**config.mk**
```make
export PLATFORM = sky130hd
export DESIGN_NAME = bit_packer
export DESIGN_NICKNAME = d
export VERILOG_FILES = /design/src/rtl/bit_packer.sv
export SDC_FILE = /design/constraint.sdc
export NUM_CORES = 1
export LEC_CHECK = 0
export ABC_AREA = 1
export BUFFER_PORTS_ARGS = -buffer_cell sky130_fd_sc_hd__buf_2
export CORE_ASPECT_RATIO = 1.4
export CORE_UTILIZATION = 25
export CTS_CLUSTER_DIAMETER = 80
export DETAILED_ROUTE_END_ITERATION = 7
export GPL_TIMING_DRIVEN = 0
export HOLD_SLACK_MARGIN = 0.08
export SLEW_MARGIN = 20
export SYNTH_ARGS = -nofsm -noshare
export SYNTH_HDL_FRONTEND = slang
export SYNTH_SLANG_ARGS = --single-unit
```
**constraint.sdc**
```tcl
create_clock -name clock -period 3.8 [get_ports clock]
set_clock_uncertainty 0.1 [all_clocks]
set_input_delay 0.19 -clock clock [delete_from_list [all_inputs] [get_ports clock]]
set_output_delay 0.19 -clock clock [all_outputs]
set_load 0.005 [all_outputs]
```
**src/rtl/bit_packer.sv**
```systemverilog
// MSB-first variable-length bit packer: 0-15 bit fields in, 32-bit words out.
// A 47-bit left-aligned accumulator absorbs one field per cycle; flush emits a zero-padded partial word.
//
// state      | meaning
// RUN        | normal packing; a flush with no full word this cycle emits the residual directly
// FLUSH_PEND | acc_q/count_q hold a residual that must go out this cycle (the slot was taken by a full word)
module bit_packer (
   input  logic        clock,
   input  logic        reset,
   input  logic        pushin,
   input  logic [3:0]  lenin,
   input  logic [14:0] datain,
   input  logic        flushin,
   output logic        pushout,
   output logic [31:0] dataout,
   output logic [5:0]  bitsout
);

   typedef enum logic {RUN, FLUSH_PEND} state_t;

   state_t      state_q, state_d;
   logic [46:0] acc_q, acc_d;
   logic [5:0]  count_q, count_d;
   logic        pushout_q, pushout_d;
   logic [31:0] dataout_q, dataout_d;
   logic [5:0]  bitsout_q, bitsout_d;

   logic [14:0] field;
   logic [5:0]  shamt;
   logic [46:0] acc_a;
   logic [5:0]  cnt_a;
   logic        emitted;

   always_comb begin
      state_d   = RUN;
      pushout_d = 1'b0;
      dataout_d = 32'd0;
      bitsout_d = 6'd0;
      acc_a     = acc_q;
      cnt_a     = count_q;
      emitted   = 1'b0;
      field     = datain & ~(15'h7FFF << lenin);

      if (state_q == FLUSH_PEND) begin
         pushout_d = 1'b1;
         dataout_d = acc_q[46:15];
         bitsout_d = count_q;
         acc_a     = 47'd0;
         cnt_a     = 6'd0;
         emitted   = 1'b1;
      end

      // new field lands directly below the cnt_a bits already held
      shamt = 6'd47 - cnt_a - {2'b00, lenin};
      if (pushin && (lenin != 4'd0)) begin
         acc_a = acc_a | ({32'd0, field} << shamt);
         cnt_a = cnt_a + {2'b00, lenin};
      end

      if (cnt_a >= 6'd32) begin
         pushout_d = 1'b1;
         dataout_d = acc_a[46:15];
         bitsout_d = 6'd32;
         acc_a     = acc_a << 32;
         cnt_a     = cnt_a - 6'd32;
         emitted   = 1'b1;
      end

      if (flushin && (cnt_a != 6'd0)) begin
         if (emitted) begin
            state_d = FLUSH_PEND;
         end else begin
            pushout_d = 1'b1;
            dataout_d = acc_a[46:15];
            bitsout_d = cnt_a;
            acc_a     = 47'd0;
            cnt_a     = 6'd0;
         end
      end

      acc_d   = acc_a;
      count_d = cnt_a;
   end

   always_ff @(posedge clock or negedge reset) begin
      if (!reset) begin
         state_q   <= RUN;
         acc_q     <= 47'd0;
         count_q   <= 6'd0;
         pushout_q <= 1'b0;
         dataout_q <= 32'd0;
         bitsout_q <= 6'd0;
      end else begin
         state_q   <= state_d;
         acc_q     <= acc_d;
         count_q   <= count_d;
         pushout_q <= pushout_d;
         dataout_q <= dataout_d;
         bitsout_q <= bitsout_d;
      end
   end

   assign pushout = pushout_q;
   assign dataout = dataout_q;
   assign bitsout = bitsout_q;

endmodule
```
=== Word-level counts from Yosys, hierarchy flattened ===
Index checks and enable logic that the tools add are counted.

* Memory bits (writable): 0
* Register bits: 93
* Output and inout port bits: 39
* Input port bits: 23
* Word-level logic and storage cells: 43
* Bits in read-only memories: 0
* Latch bits: 0
* Memories kept: 0

* $mul: 0
* Magnitude comparators: 1
* Equal/unequal tests: 0
* Shift-type cells: 2
* Mux-type cells: 23
* Reduce and logical (&&, ||, !) cells: 4
* Divide/modulo/power cells: 0
* Add/subtract/negate cells: 4
* Bitwise logic cells: 3

{| class="wikitable"
|+ Operators with widths
! operator !! count
|-
| $mux W47 || 5
|-
| $mux W32 || 4
|-
| $mux W6 || 9
|-
| $or A47 B47 Y47 || 1
|-
| $shl A15 B6 Y47 || 1
|-
| $and A15 B15 Y15 || 1
|-
| $not A15 Y15 || 1
|-
| $shl A15 B4 Y15 const A || 1
|-
| $add A6 B4 Y6 || 1
|-
| $ge A6 B6 Y1 const B || 1
|-
| $reduce_bool A6 Y1 || 1
|-
| $sub A6 B4 Y6 || 1
|-
| $sub A6 B6 Y6 const A || 1
|-
| $sub A6 B6 Y6 const B || 1
|-
| $mux W1 || 5
|-
| $reduce_bool A4 Y1 || 1
|-
| $logic_and A1 B1 Y1 || 2
|}

=== Depth between registers and ports, before layout ===
Gate-level depths: netlist (run 1).

* Depth after elaboration: 9
* Gate-level depth with buffers: 20
* Mapped depth without buffers: 20

=== Worst setup path after synthesis (run 1) ===
No wires, ideal clock.

* Path type: register -> register
* Start point: register state_q
* End point: register dataout_q[24] (netlist: dataout[24])
* Arrival time: 2.802 ns
* Stages on the path, launching flop included: 19
* Path buffers: 3
* Path slack: 0.833 ns
* Data required time: 3.635 ns
* Cells stage by stage: dfrtp_1 -> buf_2 -> nor2_1 -> inv_1 -> ha_1 -> nor2_1 -> nor2_1 -> ha_1 -> clkbuf_1 -> inv_1 -> clkbuf_1 -> nand3_1 -> nand2_1 -> nand3_1 -> o21ai_0 -> nand2_1 -> o21ai_0 -> inv_1 -> nand2_1

* Cells in the longest elaborated chain, start to end: 9

{| class="wikitable"
|+ RTL lines
! item !! line !! RTL
|-
| start: declaration || 21 || <nowiki>state_t state_q, state_d;</nowiki>
|-
| start signal: assignment || 94 || <nowiki>state_q <= state_d;</nowiki>
|-
| $mux W6 || 44 || <nowiki>if (state_q == FLUSH_PEND) begin</nowiki>
|-
| $sub A6 B6 Y6 || 54 || <nowiki>shamt = 6'd47 - cnt_a - {2'b00, lenin};</nowiki>
|-
| $sub A6 B4 Y6 || 54 ||
|-
| $shl A15 B6 Y47 || 56 || <nowiki>acc_a = acc_a | ({32'd0, field} << shamt);</nowiki>
|-
| $or A47 B47 Y47 || 56 ||
|-
| $mux W47 || 55 || <nowiki>if (pushin && (lenin != 4'd0)) begin</nowiki>
|-
| $mux W47 or $mux W32 (tied branches) || 60 || <nowiki>if (cnt_a >= 6'd32) begin</nowiki>
|-
| $mux W32 || 70 || <nowiki>if (emitted) begin</nowiki>
|-
| $mux W32 (*) || 69 || <nowiki>if (flushin && (cnt_a != 6'd0)) begin</nowiki>
|-
| named net dataout_d[24] || 25 || <nowiki>logic [31:0] dataout_q, dataout_d;</nowiki>
|-
| end signal: assignment || 98 || <nowiki>dataout_q <= dataout_d;</nowiki>
|-
| end: declaration || 25 ||
|}

Mark *: on every way through the listed nets, which the timed path passes. The rest lies on a longest branch.

=== Worst setup path after layout (run 1) ===
* Start point: register state_q
* End point: register dataout_q[8] (netlist: dataout[8])

Same word-level chain as after synthesis.

==> results of run 1 <==
worst max-delay path: stages (launching register included):
cell	delay, ns
sky130_fd_sc_hd__dfrtp_1	0.41
sky130_fd_sc_hd__buf_2	0.23
sky130_fd_sc_hd__nor2_1	0.25
sky130_fd_sc_hd__inv_1	0.07
sky130_fd_sc_hd__ha_1	0.33
sky130_fd_sc_hd__ha_1	0.31
sky130_fd_sc_hd__inv_1	0.17
sky130_fd_sc_hd__nor2_1	0.07
sky130_fd_sc_hd__o21ai_1	0.08
sky130_fd_sc_hd__nand2_1	0.16
sky130_fd_sc_hd__xor2_1	0.47
sky130_fd_sc_hd__nor2_4	0.12
sky130_fd_sc_hd__buf_4	0.20
sky130_fd_sc_hd__nand3_1	0.10
sky130_fd_sc_hd__o21ai_0	0.10
sky130_fd_sc_hd__a21oi_1	0.20
sky130_fd_sc_hd__o22ai_2	0.11
power groups by stage:
stage / Sequential [mW] / Combinational [mW] / Clock, mW
after floorplan: 1.45 / 2.81 / 0
after global placement: 1.45 / 4.21 / 0
after detailed placement: 1.46 / 4.19 / 0
after CTS: 1.44 / 4.21 / 0.952
after global routing: 1.47 / 4.78 / 0.988
final: 1.44 / 4.38 / 0.934
kinds of logic after synthesis:
kind of cell	after synthesis	share of synthesized area, %
other	1	0.06553
buffers and inverters	112	8.330
DFF	93	40.66
xor gates and xnor gates	7	1.793
and+or+nand+nor	441	35.33
adders and majority gates	12	2.755
AOI/OAI and AO/OA	101	11.06
worst paths after layout:
path	startpoint	depth (start not counted)	endpoint	slack, ns
hold reg to reg	acc_q[45]$_DFF_PN0_	2	dataout[30]$_DFF_PN0_	0.40
hold / removal	reset	2	dataout[18]$_DFF_PN0_	0.23
max in group asynchronous	reset	3	count_q[0]$_DFF_PN0_	2.77
min in group clock	pushin	4	count_q[3]$_DFF_PN0_	0.23
setup / recovery	state_q$_DFF_PN0_	16	dataout[8]$_DFF_PN0_	0.17
setup reg to reg	state_q$_DFF_PN0_	16	dataout[8]$_DFF_PN0_	0.17
routing by layer:
layer,vias to the layer above,wire [um]
met2,150,10160
met3,43,646
met5,-,0
li1,2728,-
met4,0,805
met1,2585,8013
stage by stage:
stage,hold slack [ns],instance area [um2],util [%]
after floorplan,-0.2056,5723,-
after global placement,0.3644,6405,28.43
after detailed placement,0.06220,6439,28.58
after CTS,0.2268,6760,30.01
after global routing,0.2522,6835,30.34
final,0.2257,6835,30.34
registers in the layout (all words and copies together) (netlist names):
name     flops
acc_q       47
bitsout      6
count_q      6
dataout     32
pushout      1
state_q      1
cell usage after synthesis, types with 2 or more instances:
| cell | number | area share (%) |
|---|---|---|
| sky130_fd_sc_hd__or2_2 | 3 | 0.33 |
| sky130_fd_sc_hd__nor2_1 | 61 | 4.0 |
| sky130_fd_sc_hd__o21ai_1 | 11 | 0.96 |
| sky130_fd_sc_hd__nand4_1 | 27 | 3.0 |
| sky130_fd_sc_hd__a22o_1 | 9 | 1.4 |
| sky130_fd_sc_hd__nand2_1 | 175 | 11 |
| sky130_fd_sc_hd__a22oi_1 | 9 | 1.2 |
| sky130_fd_sc_hd__o22ai_2 | 2 | 0.44 |
| sky130_fd_sc_hd__buf_6 | 4 | 0.79 |
| sky130_fd_sc_hd__o21a_1 | 2 | 0.26 |
| sky130_fd_sc_hd__nor2_4 | 4 | 0.79 |
| sky130_fd_sc_hd__clkinv_1 | 3 | 0.20 |
| sky130_fd_sc_hd__buf_1 | 2 | 0.13 |
| sky130_fd_sc_hd__o21ai_2 | 3 | 0.46 |
| sky130_fd_sc_hd__nand2_2 | 4 | 0.44 |
| sky130_fd_sc_hd__inv_2 | 2 | 0.13 |
| sky130_fd_sc_hd__buf_4 | 2 | 0.26 |
| sky130_fd_sc_hd__inv_1 | 63 | 4.1 |
| sky130_fd_sc_hd__dfrtp_1 | 93 | 41 |
| sky130_fd_sc_hd__nand3_1 | 158 | 14 |
| sky130_fd_sc_hd__buf_2 | 13 | 1.1 |
| sky130_fd_sc_hd__xor2_1 | 3 | 0.46 |
| sky130_fd_sc_hd__o21ai_0 | 23 | 2.0 |
| sky130_fd_sc_hd__ha_1 | 11 | 2.4 |
| sky130_fd_sc_hd__nand2_4 | 2 | 0.39 |
| sky130_fd_sc_hd__nand3_2 | 2 | 0.35 |
| sky130_fd_sc_hd__nor2_2 | 2 | 0.22 |
| sky130_fd_sc_hd__o211ai_1 | 6 | 0.79 |
| sky130_fd_sc_hd__xor2_2 | 2 | 0.57 |
| sky130_fd_sc_hd__o2bb2ai_1 | 2 | 0.31 |
| sky130_fd_sc_hd__a21oi_1 | 26 | 2.3 |
| sky130_fd_sc_hd__clkbuf_1 | 22 | 1.4 |
| sky130_fd_sc_hd__o22ai_1 | 5 | 0.55 |
area by class of cell:
cell class	instances	area share [%]
Sequential cell	93	34.05
Clock buffer	11	3.551
Buffer	42	3.222
Timing Repair Buffer	67	5.766
Inverter	69	3.881
Clock inverter	5	0.8420
Tap cell	301	5.510
Multi-Input combinational cell	562	43.18
repair_timing:
item                                    in CTS  in global routing
hold endpoints to repair                    48                  0
buffers inserted                             0                  3
endpoints found under the setup margin       2                 44
pin swaps                                    0                  2
hold buffers                                 2                  0
resized for setup                            1                 18
==> summary.md, run 1 <==
Global routing consumed, on the met3 layer, 1.629% of the routing resources. The logs give 0 for the detailed-route DRC error count and 0 for the max-slew violation count. The worst pin sits at a relative slew slack of 51.27%. Predominant post-synthesis flop cell: sky130_fd_sc_hd__dfrtp_1. CTS saw 93 sinks. From synthesis to final layout, the design area changed by 19.44%. The synthesized area per cell is 7.462 um2. In the layout the commonest cells are sky130_fd_sc_hd__nand2_1 (175), sky130_fd_sc_hd__nand3_1 (158), sky130_fd_sc_hd__dfrtp_1 (93). The via count is 5506, and the total grt overflow is 0.

Max-cap violations in this run came to 0. The tools report the sequential fraction of design power as 21.3%. For the sequential-to-total area share from yosys stat, the log shows 40.66%. The logs give 0 for the total inserted antenna cells and 23510 um2 for the die footprint. The first detailed-routing pass ran for 7 iterations.

The multi-input combinational cells in the finished layout cover a total of 2952 um2. The root buffer cell chosen for the clock tree is sky130_fd_sc_hd__clkbuf_16. Routing usage on met1: 20.61%. The analysis attributes to net switching a power of 3.616 mW. The flow ran to the end, and the final reports show no timing, DRC or antenna violations.

The number of I/O port buffers was 61; the total global-route track usage was 17.42%. The number of antenna violations at the first check in global routing is 0. From bottom edge to top edge, the die measures 181.0 um. The count of nets left with antenna violations once routing finished came out at 0. The cell area that synthesis handed to floorplanning was 5723 um2. The Yosys step of the flow raised 0 warnings. The number of instances in the placed design was 1130; the maximum fanout encountered on the critical timing path was 10. Setup repair after global routing could not meet its margin everywhere. The H-tree generated during clock tree synthesis spans 3 levels. Once the floorplan was initialized, standard cells occupied 25.40% of the core. The number of rows in the core area is 65, and the leakage power is 3.363 nW. The run gives 30760 um as the first-pass GRT wire length. The logs give 413 for the DRC violation total after the first TritonRoute iteration and 275.4 MHz for the peak clock frequency supported by timing.

At the worst endpoint, the arrival time is 3.73 ns. For this run, the post-layout net count is 879. The run gives 0.9354 as the final RePlAce weighted congestion. In this run the power density over the cells is 987.8 nW/um2. At the pin with the least slew margin, the transition time is 0.7309 ns. Time the final worst path needs with I/O delays and setup: 3.631 ns. The run gives 44 as the count of unique library cells instantiated by Yosys. TritonCTS built the clock tree.

The floorplan step defined a core boundary enclosing 22530 um2. The clock-pin slew on the worst setup and hold paths was 0.07 ns. The gate count after technology mapping is 767, and the clock network fraction of design power is 13.8%. The design draws 6.752 mW. The logs give 5470 for the number of global-route vias before repair and 62 for the total I/O pin count. Detailed placement ended at an HPWL of 15400 um.

After synthesis, the share of flip-flops with an asynchronous set or reset is 100.0%. After detailed routing, the average wire length per cell comes to 17.07 um. The sequential standard cell area is 2327 um2, and the switching power as a share of total power is 53.55%. Counting every net in the synthesized netlist gives 802. The synthesized design contains 0 enable-type register cells. The final clock period utilization by the worst path was 95.56%; the fraction of layout cells with a size suffix above 1 was 16.49%. The tools report the data required time at the worst endpoint as 3.90 ns.

At the placement stage, the worst setup path has a slack of -0.02209 ns. The tools report the number of setup violations in the final report as 0. The min-delay analysis places its worst path in the category in -> async. Leaving out filler cells and counting taps, the final layout contains 1150.

The number of buffers created by CTS is 9, and the post-detailed-route via-to-cell ratio is 4.788. Total of flip-flops plus latches after synthesis: 93. The tools report the worst-case setup margin in the final layout as 0.1688 ns. The critical path is of the reg -> reg type.

Fill cells in the final layout number 2458. The pin count of the biggest net entering global routing was 48. The worst supply voltage drop on vdd is 278.3 uV, and the maximum count of clock buffers along a single path is 2.

The tools report the clock latency at the later pin of the worst-skew pair as 0.35 ns. After global routing, the most crowded layer is met2. The internal power of the cells totals 3.136 mW. The final layout contains routed wiring with a total length of 19630 um.

The floorplan step set the die width to 129.9 um. In this run, the combinational gates consume 64.8% of the power. The accumulated negative setup slack came out at 0 ns. STA classifies the critical path endpoint as a flop.

For met2 alone, demand over resource in global routing was 30.95%. The startpoint type of the worst setup path was a flop. The final count of hold timing violations came out at 0. The library cell used most frequently in the layout, excluding fill and tap cells, is sky130_fd_sc_hd__nand2_1.
Note: power is estimated with default switching activity, not from simulation.
==> inputs of run 2 (changes only) <==
--- a/config.mk
+++ b/config.mk
@@ -13,6 +13,7 @@
 export DETAILED_ROUTE_END_ITERATION = 7
 export GPL_TIMING_DRIVEN = 0
 export HOLD_SLACK_MARGIN = 0.08
+export PLACE_DENSITY_LB_ADDON = 0.05
 export SLEW_MARGIN = 20
 export SYNTH_ARGS = -nofsm -noshare
 export SYNTH_HDL_FRONTEND = slang
==> run 2 against run 1 <==
  * Via count is 0.87% higher
  * Global-route usage is 3.1 points higher
  * Total power is 1.3% higher
  * Cell area stayed put
  * Largest cell class unchanged
  * Die area stayed put
  * Utilization stayed put
  * Highest routed layer unchanged
==> summary.md, run 2 (synthesis results as in run 1) <==
The tools report the total power draw as 6.842 mW. The pin count of the biggest net entering global routing is 73, and the total grt overflow is 0. The die footprint was 23510 um2; the average detailed-routed wire length per instance was 19.48 um. The met2 demand-to-capacity share in global routing is 36.68%, and the length in cells of the worst reg-to-reg path is 19. The most common library cell in the layout ignoring fill and taps was sky130_fd_sc_hd__nand2_1.

The area taken by multi-input logic gates is 2983 um2, and the sequential standard cell area is 2327 um2. After clock tree synthesis, the clock-pin slew on the worst setup and hold paths is 0.07 ns. Timing would allow up to 281.2 MHz.

Summed over all layers, the routed wires come to 22360 um. The register with the most flip-flops in the layout has 47 of them. The time the final worst path needs with I/O delays and setup was 3.557 ns; the first-pass GRT wire length was 34810 um. After detailed routing, the number of remaining DRC violations is 0. For this block, the initial DRC count from the detailed router was 305. The run gives -0.1426 ns as the worst setup slack before clock tree synthesis.

The first detailed-routing pass took 5 iterations. After legalization and detailed placement, the total HPWL measured 17450 um. The worst-case hold slack is 0.1590 ns, and the total inserted antenna cells is 0.

The tree is rooted in a sky130_fd_sc_hd__clkbuf_16. The leakage power is 3.345 nW, and the height of the chip is 181.0 um. The post-route netlist has 16.88% of its cells at a drive strength greater than 1. The kind of capture point of the worst setup path was a flop. STA classifies the critical path startpoint as a flop.

Of all nets on the critical path, the largest fanout is 10. The logs give 0 for the number of setup violations in the final report and 5720 for the number of global-route vias before repair. The floorplan has 65 rows. Global routing used 20.48% of the available tracks across all layers. The global routing stage identified its most utilized layer as met2. The run gives 877 as the final net count. The count of nets left with antenna violations once routing finished came out at 0.

Across the VDD grid, the largest voltage drop is 284.1 uV. The total area inside the core boundary comes to 22530 um2. The register ranked first by flip-flop count was acc_q. The run finished with clean final reports. The run gives 0 as the final count of hold timing violations. The run gives 5554 as the via count. The signal on the critical path passes through buf_6 > nor2_1 > inv_1 > ha_2 > nor2_1 > nor2_1 > ha_2 > inv_1 > nand2_2 > nand3_1 > nand2_4 > xor2_4 > nand2_4 > nor2_4 > buf_6 > o211ai_1 > o21ai_1 > a22oi_1 > nand2_1. Number of antenna violations at the first check in global routing: 0. The library cells used most frequently in the layout, excluding fill and tap cells, are sky130_fd_sc_hd__nand2_1 (175), sky130_fd_sc_hd__nand3_1 (158), sky130_fd_sc_hd__dfrtp_1 (93). At the pin with the least slew margin, the transition time is 0.9412 ns. The placed instances occupy a cell area of 6439 um2. The critical path is of the reg -> reg type. The path length in cells of the critical path was 19. The most used cell along the critical path was sky130_fd_sc_hd__nor2_1. The number of buffers created by CTS came out at 9. The met3 demand-to-capacity share in global routing is 2.695%, and the stage delay of the slowest cell on the critical path is 0.43 ns. Relative to the synthesized area, the layout overhead comes to 19.44%. The count of max-cap constraint violations is 0, and the die extent in x is 129.9 um. The arrival time of data at the critical path endpoint is 3.74 ns. The data required time at the worst endpoint came out at 3.99 ns. For this design, the slowest cell found on the critical path is sky130_fd_sc_hd__dfrtp_1.

The path class of the tightest hold or removal check is in -> async. TritonCTS built the clock tree. Among cell families on the critical path, the largest total delay comes from simple AND/OR/NAND/NOR gates. The logs give 2531 for the final-layout fill cell count and 0.8876 for the final RePlAce weighted congestion.

The later pin in the worst-skew pair is clocked with a latency of 0.36 ns. With fillers left out, the area of the finished cells amounts to 6835 um2. In this run the tool buffered the top-level ports with 61 buffer cells. For the worst-case setup margin in the final layout, the log shows 0.2435 ns. Global routing used 24.49% of the available met1 tracks. In this run the deepest clock path goes through 2 buffers. In the finished design, the share of the clock period the worst path needs comes to 93.59%. For this configuration, the core starts out at a cell density of 25.40%. For the relative slew slack, the log shows 37.25%.

In this run the power density over the cells is 1001 nW/um2. Dividing the detail-routed via count by the number of cells gives 4.838. Setup repair after global routing left no endpoint under its margin. The number of buffers and inverters on the critical path is 4. The H-tree generated during clock tree synthesis spans 3 levels. For this design, the sink count on the clock tree is 93.

62 I/O pins were placed. Max-slew violation count: 0.
run 2: routing by layer:
metal  part of all wire, %  vias up  wire (um)
met2                    53      149      11770
met4                   2.7        0        595
met1                    41     2655       9215
met3                   3.5       33        774
met5                     0        -          0
li1                      -     2717          -
run 2: final timing paths:
kind,slack (ns),to,startpoint
setup / recovery,0.24,dataout[20]$_DFF_PN0_,state_q$_DFF_PN0_
hold / removal,0.16,dataout[11]$_DFF_PN0_,reset
setup reg to reg,0.24,dataout[20]$_DFF_PN0_,state_q$_DFF_PN0_
hold reg to reg,0.39,dataout[30]$_DFF_PN0_,acc_q[45]$_DFF_PN0_
max in group asynchronous,2.81,dataout[27]$_DFF_PN0_,reset
min in group clock,0.23,count_q[3]$_DFF_PN0_,pushin
run 2: layout make-up:
| cell class | instances | area share (%) |
|---|---|---|
| plain buffers | 42 | 3.368 |
| repair buffers | 65 | 5.363 |
| flip-flops and latches | 93 | 34.05 |
| inverters | 69 | 3.881 |
| clock inverters | 4 | 0.4393 |
| multi-input cells | 562 | 43.64 |
| clock buffers | 12 | 3.753 |
| well taps | 301 | 5.510 |
run 2: report_power, final:
part | leakage, nW | internal (mW) | switching [mW]
Combinational | 1.96 | 1.29 | 3.21
Clock | 0.139 | 0.483 | 0.422
Sequential | 1.25 | 1.32 | 0.120
Total | 3.34 | 3.09 | 3.75
run 2: metrics by stage:
stage	cells	TNS, ns	util, %
floorplan	767	0	-
global placement	1129	-2.228	28.43
detailed placement	1130	-1.975	28.58
CTS	1148	0	30.05
global route	1148	0	30.34
finish	1148	0	30.34
run 2: what timing repair did:
item	in CTS	in global routing
hold endpoints to repair	95	0
endpoints found under the setup margin	36	42
resized for setup	7	21
pin swaps	2	2
hold buffers	2	0
buffers inserted	1	0
